$ cat src/rtl/clkdiv_pkg.sv
// rtl/clkdiv_pkg.sv - shared state encoding and default widths for clkdiv_gen
package clkdiv_pkg;

  localparam int CNT_W_DEF = 8;
  localparam int CYC_W_DEF = 16;

  typedef enum logic [1:0] {
    IDLE,
    RUN,
    DONE
  } clkdiv_state_e;

endpackage

$ cat src/rtl/clkdiv_gen.sv
// rtl/clkdiv_gen.sv - divided clock with edge strobes, period counter and cycle limit
module clkdiv_gen
  import clkdiv_pkg::*;
#(
  parameter int CNT_W = CNT_W_DEF,
  parameter int CYC_W = CYC_W_DEF
) (
  input  logic             clk,
  input  logic             rst_n,
  input  logic             en,
  input  logic [CNT_W-1:0] div_half,
  input  logic [CYC_W-1:0] max_cyc,
  output logic             clk_out,
  output logic             pos_stb,
  output logic             neg_stb,
  output logic [CYC_W-1:0] cyc,
  output logic             done
);

  clkdiv_state_e    state;
  logic [CNT_W-1:0] cnt_q;
  logic [CNT_W-1:0] half_q;
  logic [CYC_W-1:0] lim_q;

  always_ff @(posedge clk or negedge rst_n) begin
    if (!rst_n) begin
      state   <= IDLE;
      clk_out <= 1'b0;
      pos_stb <= 1'b0;
      neg_stb <= 1'b0;
      cyc     <= '0;
      done    <= 1'b0;
      cnt_q   <= '0;
      half_q  <= '0;
      lim_q   <= '0;
    end else begin
      pos_stb <= 1'b0;
      neg_stb <= 1'b0;
      case (state)
        IDLE: begin
          clk_out <= 1'b0;
          done    <= 1'b0;
          if (en) begin
            // Zero-latency start: the sampling edge is already the first rising edge.
            half_q  <= (div_half == '0) ? CNT_W'(1) : div_half;
            lim_q   <= max_cyc;
            cnt_q   <= '0;
            clk_out <= 1'b1;
            pos_stb <= 1'b1;
            cyc     <= CYC_W'(1);
            state   <= RUN;
          end
        end

        RUN: begin
          if (cnt_q == half_q - CNT_W'(1)) begin
            cnt_q <= '0;
            if (clk_out) begin
              clk_out <= 1'b0;
              neg_stb <= 1'b1;
              // Limit check outranks a dropped en so the final period is reported.
              if ((lim_q != '0) && (cyc == lim_q)) begin
                done  <= 1'b1;
                state <= DONE;
              end else if (!en) begin
                state <= IDLE;
              end
            end else if (!en) begin
              state <= IDLE;
            end else begin
              clk_out <= 1'b1;
              pos_stb <= 1'b1;
              if (cyc != '1) begin
                cyc <= cyc + CYC_W'(1);
              end
            end
          end else begin
            cnt_q <= cnt_q + CNT_W'(1);
          end
        end

        DONE: begin
          clk_out <= 1'b0;
          if (!en) begin
            done  <= 1'b0;
            state <= IDLE;
          end
        end

        default: begin
          state <= IDLE;
        end
      endcase
    end
  end

endmodule

$ cat config.mk
export PLATFORM = sky130hd
export DESIGN_NAME = clkdiv_gen
export DESIGN_NICKNAME = d
export VERILOG_FILES = /design/src/rtl/clkdiv_pkg.sv /design/src/rtl/clkdiv_gen.sv
export SDC_FILE = /design/constraint.sdc
export NUM_CORES = 1
export LEC_CHECK = 0
export CELL_PAD_IN_SITES_DETAIL_PLACEMENT = 1
export CELL_PAD_IN_SITES_GLOBAL_PLACEMENT = 2
export CORE_MARGIN = 2
export CORE_UTILIZATION = 35
export CTS_CLUSTER_DIAMETER = 150
export CTS_CLUSTER_SIZE = 24
export DETAILED_ROUTE_END_ITERATION = 12
export GPL_TIMING_DRIVEN = 0
export HOLD_SLACK_MARGIN = 0.1
export PLACE_DENSITY = 0.83
export SLEW_MARGIN = 30
export SYNTH_ARGS = -nofsm -noshare
export SYNTH_HDL_FRONTEND = slang
export SYNTH_SLANG_ARGS = --single-unit
$ cat constraint.sdc
create_clock -name clk -period 3 [get_ports clk]
set_input_delay 0.6 -clock clk [delete_from_list [all_inputs] [get_ports clk]]
set_output_delay 0.6 -clock clk [all_outputs]
set_load 0.02 [all_outputs]
==> results.json <==
{
  "avgSynthCellArea_um2": 10.5,
  "num_rows": 34,
  "r2r_start": "half_q[0]",
  "root_buffer": "clkbuf_8",
  "antenna_cells": 0,
  "io_buffers": 45,
  "path_clk_slew_ns": 0.11,
  "drc": 0,
  "power_density_nw_per_um2": 315,
  "vias_per_cell": 5.48,
  "cap_violations": 0,
  "antenna_found_initial": 0,
  "status": "finished clean",
  "cts_resized": 0,
  "cp-end-kind": "flip-flop",
  "core_um2": 8720,
  "worst_ep_arrival_time_ns": 2.75,
  "critPathSlowestCell": "dfrtp_1",
  "cp-start-kind": "flip-flop",
  "ff2ff_path_depth": 8,
  "layout_commonest_cell": "dfrtp_1",
  "io_pins": 47,
  "drive_above_1_share": 0.155,
  "postCtsSetupBuffers": 0,
  "numCtsBuffers": 5,
  "ys_types": 58,
  "worst_pin_slew_ns": 0.764,
  "slew_viol_final": 0,
  "hold_viol_final": 0,
  "syn2layout_area_growth_pct": 21.8,
  "cts_max_path_buffers": 2,
  "fin_nets": 388,
  "layout_common_cells": "dfrtp_1 (54), clkdlybuf4s50_1 (44), mux2_2 (24)",
  "slew_headroom": 0.486,
  "hold_buffers": 0,
  "period_share": 0.857,
  "clkPwrFrac": 0.348,
  "switching_power_uw": 285,
  "postPlaceCellArea_um2": 3750,
  "grt_pass1_wl_mm": 14.1,
  "grt_pass1_vias": 2736,
  "synth_nets": 335,
  "gp_congestion": 0.807,
  "comb_power_share": 0.048,
  "cts_tree": "done",
  "grt_util_all_layers": 0.180,
  "clk_latency_ns": 0.32,
  "overflow": 0,
  "fill_cells": 995,
  "dp.cells": 455,
  "ant_nets": 0,
  "first_iter_violations": 97,
  "htree_num_levels": 2,
  "cp_max_fo": 10,
  "leakage_nw": 1.63,
  "critPathMaxStageDelay_ns": 0.46,
  "stdcell_area_um2": 3830,
  "synth_cells": 301,
  "die_w_um": 98.8,
  "critical_path_class": "flip-flop to flip-flop",
  "place_hpwl_mm": 6.41,
  "syn-cell-area_um2": 3150,
  "r2r-end": "cyc[13]",
  "die_y_um": 98.8,
  "yosysWarningCount": 0,
  "fin_crit_ns": 2.57,
  "vdd_ir_drop_max_uv": 162,
  "drt-total-wl_mm": 8.25,
  "wl_per_cell_um": 17.9,
  "timing.fmax_mhz": 389,
  "grt_max_degree": 34,
  "ys_seq_area_frac": 0.430,
  "p_int_uw": 921,
  "pwr-share-seq": 0.603,
  "drt-pass1-iter-count": 4,
  "synth_edf_count": 0,
  "start_util": 0.361,
  "die_area_um2": 9760,
  "cp_cell_sequence": "inv_1, ha_1, nor2b_1, or3_4, a31o_4, nor3_4, and2_1, a311oi_1",
  "synthArstFlopShare": 1.00,
  "switching_share": 0.236,
  "vias": 2532,
  "synth_seq_cells": 54,
  "cp_data_required_time_ns": 3.18,
  "hold_path_class": "input pin to asynchronous set/reset pin",
  "rsz0062_at_grt": "no",
  "clkSinkCount": 54,
  "clock_skew_ns": 0.0106,
  "r2r_setup_slack_ns": 0.43,
  "ys.flop_type": "dfrtp_1",
  "setup_viol": 0,
  "layout.cells.non_filler": 462
}
-- layer usage --
metal | wire [um] | part of all wire | vias up | global-route usage
li1 | - | - | 1233 | -
met1 | 3930 | 0.48 | 1256 | 0.248
met2 | 3960 | 0.48 | 37 | 0.296
met3 | 293 | 0.036 | 6 | 0.0348
met4 | 74 | 0.0090 | 0 | 0.0379
met5 | 0 | 0 | - | 0
-- state kept, by name, indices dropped and copies added, names as in the netlist --
name     flops
clk_out      1
cnt_q        8
cyc         16
done         1
half_q       8
lim_q       16
neg_stb      1
pos_stb      1
state        2
-- per-stage QoR --
step	TNS (ns)	util	setup slack (ns)	total power, mW	hold slack (ns)
2_1_floorplan	0	-	0.756	0.748	0.304
6_report	0	0.439	0.429	1.21	0.152
4_1_cts	0	0.439	0.421	1.22	0.166
5_1_grt	0	0.439	0.260	1.25	0.166
3_3_place_gp	-22.27	0.428	-0.416	0.798	0.511
3_5_place_dp	0	0.430	0.443	0.802	0.516
-- worst max-delay path by stage --
| stage | startpoint | to |
|---|---|---|
| floorplan | half_q[0] | cnt_q[1] |
| global placement | rst_n | cnt_q[6] |
| detailed placement | half_q[0] | cyc[15] |
| CTS | half_q[0] | cyc[13] |
| global route | half_q[0] | cyc[15] |
| finish | half_q[0] | cyc[13] |
-- cells in the mapped netlist, drive strengths merged (7+ instances only) --
library cell  number  area share
dfrtp             54        0.43
mux2              24       0.086
a21oi             18       0.029
nor2              18       0.021
o21ai             17       0.027
nand2             16       0.019
xnor2             16       0.045
and3              10       0.022
nand3             10       0.016
nand4              9       0.020
a31oi              8       0.020
nor2b              8       0.017
nor4               8       0.018
xor2               8       0.022
ha                 7       0.028
inv                7      0.0084
nor3               7       0.015
-- power by group through the flow --
stage	logic [mW]	registers, mW	clock network [mW]
3_5_place_dp	0.0604	0.742	0
4_1_cts	0.0604	0.727	0.434
5_1_grt	0.0648	0.728	0.458
3_3_place_gp	0.0564	0.742	0
2_1_floorplan	0.00631	0.742	0
6_report	0.0584	0.727	0.420
-- critical path, delay by kind of cell, from the launching register on --
kind | cells | cell delay (ns)
AND/OR/NAND/NOR | 4 | 1.22
adder cells (fa/ha/maj) | 1 | 0.28
flip-flops | 1 | 0.46
AO/OA/AOI/OAI | 2 | 0.38
buffers and inverters | 1 | 0.09
-- cell families (layout without fill, tap and decap cells) --
logic type | Yosys count | count (layout) | share of synthesized area
xor gates and xnor gates | 24 | 24 | 0.0668
buffers and inverters | 16 | 69 | 0.0243
and+or+nand+nor | 101 | 101 | 0.184
adders and majority gates | 7 | 7 | 0.0278
AOI/OAI and AO/OA | 70 | 70 | 0.165
muxes | 29 | 29 | 0.102
DFF | 54 | 54 | 0.430
-- cell type report --
| cell class | instances | area, um2 | share of cell area |
|---|---|---|---|
| plain buffers | 9 | 50.0 | 0.0131 |
| clock buffers | 5 | 68.8 | 0.0180 |
| clock inverters | 2 | 15.0 | 0.00392 |
| inverters | 7 | 26.3 | 0.00686 |
| multi-input cells | 231 | 1720 | 0.448 |
| flip-flops and latches | 54 | 1350 | 0.353 |
| well taps | 108 | 135 | 0.0353 |
| repair buffers | 46 | 468 | 0.122 |
(Power assumes the default switching activity.)
